$ cat src/rtl/axi_mem_arbiter.sv
// Round-robin arbiter that turns IFU line-fill and LSU single-beat requests into
// AXI4 master transactions, one transaction in flight at a time.
module axi_mem_arbiter #(
   parameter int unsigned IFU_BURST_LEN = 4,
   parameter logic [3:0]  IFU_ID        = 4'd0,
   parameter logic [3:0]  LSU_ID        = 4'd1
) (
   input  logic        aclk,
   input  logic        aresetn,
   input  logic        ifu_req_valid,
   output logic        ifu_req_ready,
   input  logic [31:0] ifu_req_addr,
   output logic [63:0] ifu_rdata,
   output logic        ifu_rvalid,
   output logic        ifu_rlast,
   input  logic        lsu_req_valid,
   output logic        lsu_req_ready,
   input  logic        lsu_req_wen,
   input  logic [31:0] lsu_req_addr,
   input  logic [63:0] lsu_req_wdata,
   input  logic [7:0]  lsu_req_wstrb,
   output logic [63:0] lsu_rdata,
   output logic        lsu_resp_valid,
   output logic [31:0] m_araddr,
   output logic [3:0]  m_arid,
   output logic [7:0]  m_arlen,
   output logic [2:0]  m_arsize,
   output logic [1:0]  m_arburst,
   output logic        m_arvalid,
   input  logic        m_arready,
   input  logic [3:0]  m_rid,
   input  logic [63:0] m_rdata,
   input  logic [1:0]  m_rresp,
   input  logic        m_rlast,
   input  logic        m_rvalid,
   output logic        m_rready,
   output logic [31:0] m_awaddr,
   output logic [3:0]  m_awid,
   output logic [7:0]  m_awlen,
   output logic [2:0]  m_awsize,
   output logic [1:0]  m_awburst,
   output logic        m_awvalid,
   input  logic        m_awready,
   output logic [63:0] m_wdata,
   output logic [7:0]  m_wstrb,
   output logic        m_wlast,
   output logic        m_wvalid,
   input  logic        m_wready,
   input  logic [3:0]  m_bid,
   input  logic [1:0]  m_bresp,
   input  logic        m_bvalid,
   output logic        m_bready
);

   typedef enum logic [2:0] {StIdle, StRdAddr, StRdData, StWrReq, StWrResp} state_e;

   localparam logic [31:0] LineMask = ~(32'(IFU_BURST_LEN * 8) - 32'd1);
   localparam logic [7:0]  IfuLen   = 8'(IFU_BURST_LEN - 1);

   state_e      state_q, state_d;
   logic        last_lsu_q, last_lsu_d;
   logic        sel_lsu_q, sel_lsu_d;
   logic [31:0] addr_q, addr_d;
   logic [63:0] wdata_q, wdata_d;
   logic [7:0]  wstrb_q, wstrb_d;
   logic        aw_done_q, aw_done_d;
   logic        w_done_q, w_done_d;
   logic        grant_ifu, grant_lsu;
   logic [3:0]  gnt_id;
   logic        unused_inputs;

   assign gnt_id        = sel_lsu_q ? LSU_ID : IFU_ID;
   assign unused_inputs = ^{m_rresp, m_bid, m_bresp};

   // Grants are gated by reset so no ready pulse appears without a latch.
   always_comb begin
      grant_ifu = 1'b0;
      grant_lsu = 1'b0;
      if (state_q == StIdle && aresetn) begin
         if (ifu_req_valid && lsu_req_valid) begin
            grant_ifu = last_lsu_q;
            grant_lsu = !last_lsu_q;
         end else begin
            grant_ifu = ifu_req_valid;
            grant_lsu = lsu_req_valid;
         end
      end
   end

   always_comb begin
      state_d        = state_q;
      last_lsu_d     = last_lsu_q;
      sel_lsu_d      = sel_lsu_q;
      addr_d         = addr_q;
      wdata_d        = wdata_q;
      wstrb_d        = wstrb_q;
      aw_done_d      = aw_done_q;
      w_done_d       = w_done_q;
      ifu_req_ready  = grant_ifu;
      lsu_req_ready  = grant_lsu;
      ifu_rdata      = 64'd0;
      ifu_rvalid     = 1'b0;
      ifu_rlast      = 1'b0;
      lsu_rdata      = 64'd0;
      lsu_resp_valid = 1'b0;
      m_araddr       = 32'd0;
      m_arid         = 4'd0;
      m_arlen        = 8'd0;
      m_arsize       = 3'd0;
      m_arburst      = 2'b00;
      m_arvalid      = 1'b0;
      m_rready       = 1'b0;
      m_awaddr       = 32'd0;
      m_awid         = 4'd0;
      m_awlen        = 8'd0;
      m_awsize       = 3'd0;
      m_awburst      = 2'b00;
      m_awvalid      = 1'b0;
      m_wdata        = 64'd0;
      m_wstrb        = 8'd0;
      m_wlast        = 1'b0;
      m_wvalid       = 1'b0;
      m_bready       = 1'b0;
      unique case (state_q)
         StIdle: begin
            if (grant_ifu || grant_lsu) begin
               sel_lsu_d = grant_lsu;
               addr_d    = grant_lsu ? lsu_req_addr : ifu_req_addr;
               wdata_d   = lsu_req_wdata;
               wstrb_d   = lsu_req_wstrb;
               aw_done_d = 1'b0;
               w_done_d  = 1'b0;
               state_d   = (grant_lsu && lsu_req_wen) ? StWrReq : StRdAddr;
            end
         end
         StRdAddr: begin
            m_arvalid = 1'b1;
            m_araddr  = sel_lsu_q ? addr_q : (addr_q & LineMask);
            m_arlen   = sel_lsu_q ? 8'd0 : IfuLen;
            m_arid    = gnt_id;
            m_arsize  = 3'd3;
            m_arburst = 2'b01;
            if (m_arready) state_d = StRdData;
         end
         StRdData: begin
            m_rready = 1'b1;
            // Beats carrying another id are accepted and discarded.
            if (m_rvalid && m_rid == gnt_id) begin
               if (sel_lsu_q) begin
                  lsu_resp_valid = 1'b1;
                  lsu_rdata      = m_rdata;
               end else begin
                  ifu_rvalid = 1'b1;
                  ifu_rdata  = m_rdata;
                  ifu_rlast  = m_rlast;
               end
               if (m_rlast) begin
                  state_d    = StIdle;
                  last_lsu_d = sel_lsu_q;
               end
            end
         end
         StWrReq: begin
            m_awvalid = !aw_done_q;
            m_awaddr  = addr_q;
            m_awid    = LSU_ID;
            m_awsize  = 3'd3;
            m_awburst = 2'b01;
            m_wvalid  = !w_done_q;
            m_wdata   = wdata_q;
            m_wstrb   = wstrb_q;
            m_wlast   = 1'b1;
            aw_done_d = aw_done_q | (m_awvalid & m_awready);
            w_done_d  = w_done_q | (m_wvalid & m_wready);
            if (aw_done_d && w_done_d) state_d = StWrResp;
         end
         StWrResp: begin
            m_bready = 1'b1;
            if (m_bvalid) begin
               lsu_resp_valid = 1'b1;
               state_d        = StIdle;
               last_lsu_d     = 1'b1;
            end
         end
         default: state_d = StIdle;
      endcase
   end

   always_ff @(posedge aclk) begin
      if (!aresetn) begin
         state_q    <= StIdle;
         last_lsu_q <= 1'b1;
         sel_lsu_q  <= 1'b0;
         addr_q     <= 32'd0;
         wdata_q    <= 64'd0;
         wstrb_q    <= 8'd0;
         aw_done_q  <= 1'b0;
         w_done_q   <= 1'b0;
      end else begin
         state_q    <= state_d;
         last_lsu_q <= last_lsu_d;
         sel_lsu_q  <= sel_lsu_d;
         addr_q     <= addr_d;
         wdata_q    <= wdata_d;
         wstrb_q    <= wstrb_d;
         aw_done_q  <= aw_done_d;
         w_done_q   <= w_done_d;
      end
   end

endmodule

$ cat config.mk
export PLATFORM = sky130hd
export DESIGN_NAME = axi_mem_arbiter
export DESIGN_NICKNAME = d
export VERILOG_FILES = /design/src/rtl/axi_mem_arbiter.sv
export SDC_FILE = /design/constraint.sdc
export NUM_CORES = 1
export LEC_CHECK = 0
export BUFFER_PORTS_ARGS = -buffer_cell sky130_fd_sc_hd__buf_2
export CELL_PAD_IN_SITES_DETAIL_PLACEMENT = 1
export CELL_PAD_IN_SITES_GLOBAL_PLACEMENT = 1
export CORE_AREA = 4 4 205 207
export DETAILED_ROUTE_END_ITERATION = 10
export DIE_AREA = 0 0 209 211
export PLACE_DENSITY_LB_ADDON = 0.25
export SYNTH_ARGS = -nofsm -noshare
export SYNTH_HDL_FRONTEND = slang
export SYNTH_SLANG_ARGS = --single-unit
export TNS_END_PERCENT = 30
$ cat constraint.sdc
create_clock -name aclk -period 2.3 [get_ports aclk]
set_clock_uncertainty 0.2 [all_clocks]
set_input_delay 0.46 -clock aclk [delete_from_list [all_inputs] [get_ports aclk]]
set_output_delay 0.46 -clock aclk [all_outputs]
set_load 0.05 [all_outputs]
==> flow_summary.json <==
{
  "nNetsFinal": 1563,
  "preCtsSetupSlack_ns": -0.466,
  "crit_family": "buffers and inverters",
  "synth.distinct_cells": 37,
  "worst_pin_slew_ns": 0.700,
  "yosysSeqAreaShare_pct": 34.8,
  "synth_compound_area_share_pct": 10.9,
  "synth_most_common_cell": "and2_1",
  "worstPathRequired_ns": 1.64,
  "core.rowCount": 74,
  "initial_core_util_pct": 15.8,
  "synthCells": 848,
  "first_global_vias": 7907,
  "final-hold-violation-count": 0,
  "max_stage_delay_ns": 0.28,
  "coreArea_um2": 40400,
  "crit_path_end_kind": "output port",
  "rsz0062_at_grt": "yes",
  "ant_nets": 0,
  "start_kind": "primary input",
  "fmax_mhz": 373,
  "critPathMostFrequentCell": "buf_6",
  "synth_common_cells": "and2_1, nand2_1, dfxtp_1",
  "ys.flop_type": "dfxtp_1",
  "setup_ws_ns": -0.378,
  "fin_util_pct": 32.9,
  "path_buf_inv": 6,
  "grt_pass1_wl_um": 52000,
  "die_h_um": 211,
  "cpMaxStageDelayCell": "nor4b_4",
  "violations": "negative setup slack",
  "power.leakage_nw": 6.20,
  "synth-simple-area-share_pct": 39.5,
  "die_w_um": 209,
  "pwr_density_cell_nw_per_um2": 396,
  "root_buffer": "clkbuf_16",
  "route.vias.total": 7779,
  "dr.pass1.iters": 4,
  "wl_per_cell_um": 20.8,
  "antenna_found_initial": 25,
  "yosys_warnings": 0,
  "gp_congestion": 0.796,
  "cts_tree": "built",
  "syn_to_final_growth_pct": 108,
  "numCtsBuffers": 9,
  "status": "finished with violations",
  "drtIter0Drc": 218,
  "hp-class": "in2reg",
  "critPathArrivalTime_ns": 2.02,
  "post_drt_via_cell_ratio": 4.12,
  "min_period_over_period_pct": 116,
  "synth_top_family_by_area": "simple AND/OR/NAND/NOR gates",
  "crit_fanout": 8,
  "whs_ns": 0.110,
  "ys_async_sr_fraction_pct": 0,
  "htree_num_levels": 3,
  "hold_buffers": 0,
  "drc": 0,
  "syn_area_um2": 6390,
  "cts.sinks": 111,
  "drv_slew": 0,
  "dieArea_um2": 44100,
  "fin_setup_tns_ns": -67.11,
  "clk_pin_slew_ns": 0.08,
  "muxShareOfSynthArea_pct": 5.50,
  "grt_max_degree": 108,
  "grt.total_usage_pct": 15.6,
  "yosys.area_share.xor_xnor_pct": 0.137,
  "detail_route.wirelength_um": 39200,
  "numPortBuffers": 499,
  "ys_ff_latch": 111,
  "clk_latency_ns": 0.37,
  "synth.area.top_cells": "dfxtp_1, and2_1, nand2_1",
  "r2r_setup_slack_ns": 0.12,
  "grt_overflow": 0,
  "pin_count": 532,
  "layout_min_cycle_time_ns": 2.68,
  "fin_area_um2": 13300,
  "slew_headroom_pct": 53.3,
  "syn_area_per_cell_um2": 7.54,
  "fin_cells": 1890,
  "cts_max_path_buffers": 2,
  "fin_total_pwr_mw": 5.27,
  "yosysTopAreaCell": "dfxtp_1",
  "setup_viol": 283,
  "cap_viol_max_count": 0,
  "critical_path_class": "in2out",
  "yosys.area.top_type_share_pct": 34.8,
  "dpl_cell_area_um2": 9970,
  "ir_drop_uv": 451,
  "drive_gt1_share_pct": 57.0,
  "synth_edf_count": 0,
  "place_inst": 1834,
  "synth_adder_area_share_pct": 0,
  "worstPathCellList": "buf_6, nor4b_4, buf_4, nand2_4, nor3_4, buf_12, buf_6, buf_16, and2_2, buf_8",
  "dp_hpwl_um": 28100
}
-- worst reg2reg max path, delay by kind of cell (launching register included) --
kind	cells	cell delay, ns
compound gates	1	0.25
simple gates	2	0.68
buf+inv	2	0.44
flops	1	0.35
mux	1	0.17
-- placed cells by master (no fill, tap or decap), types with 2 or more instances in the layout --
cell type / count
a211oi_1: 31
a21oi_1: 75
a22oi_1: 3
and2_1: 96
and2_2: 38
and2_4: 128
and3_1: 5
buf_12: 34
buf_16: 8
buf_2: 213
buf_4: 41
buf_6: 104
buf_8: 151
bufinv_16: 2
clkbuf_16: 15
clkbuf_4: 2
clkinv_2: 2
clkinv_4: 3
conb_1: 24
dfxtp_1: 108
dfxtp_2: 3
diode_2: 13
mux2i_1: 34
nand2_1: 151
nand2_2: 2
nand2b_1: 2
nor2_1: 37
nor2_2: 2
nor2_4: 2
nor2b_4: 2
nor4b_4: 2
-- per-layer routing --
metal  vias to the layer above  GRT usage (%)  wire [um]  share of wire (%)
met5                         -              0         47               0.12
met3                        78           4.53       2540                6.5
met4                         6           7.20       1730                4.4
li1                       3658              -          -                  -
met1                      3708           15.8      13700                 35
met2                       329           29.5      21300                 54
-- logic make-up after synthesis --
family | count (synthesis)
simple gates | 476
buf+inv | 106
flops | 111
xor+xnor | 1
compound gates | 118
other cells | 1
mux | 35
-- power by group --
| part | internal (mW) | switching, mW | total, mW | leakage (nW) |
|---|---|---|---|---|
| Clock | 0.992 | 0.814 | 1.81 | 0.163 |
| Sequential | 2.08 | 0.0866 | 2.16 | 0.913 |
| Combinational | 0.504 | 0.792 | 1.30 | 5.13 |
-- flip-flops by register name, indices dropped and copies added (netlist names) --
signal,cells
addr_q,32
aw_done_q,1
last_lsu_q,1
sel_lsu_q,1
state_q,3
w_done_q,1
wdata_q,64
wstrb_q,8
-- final cells by class --
type / count / area (um^2)
inverters: 5 / 27.5
multi-input cells: 654 / 4140
repair buffers: 559 / 5880
flip-flops and latches: 111 / 2230
diodes: 13 / 32.5
well taps: 532 / 666
fillers: 4719 / 27100
clock buffers: 10 / 239
clock inverters: 6 / 91.3
-- worst paths after layout --
check	startpoint	to	cells after the start
min	lsu_req_wdata[19]	wdata_q[19]	3
max	m_rid[3]	ifu_rdata[20]	10
max reg2reg	state_q[2]	addr_q[31]	6
min reg2reg	wdata_q[32]	wdata_q[32]	2
-- timing repair --
action                     in CTS  in global routing
gates resized for setup       424                472
hold endpoints to repair        0                  0
gates cloned                    7                  8
setup endpoints to repair     284                286
pin swaps                      32                 27
buffers inserted                8                  6
Note: power is estimated with default switching activity, not from simulation.
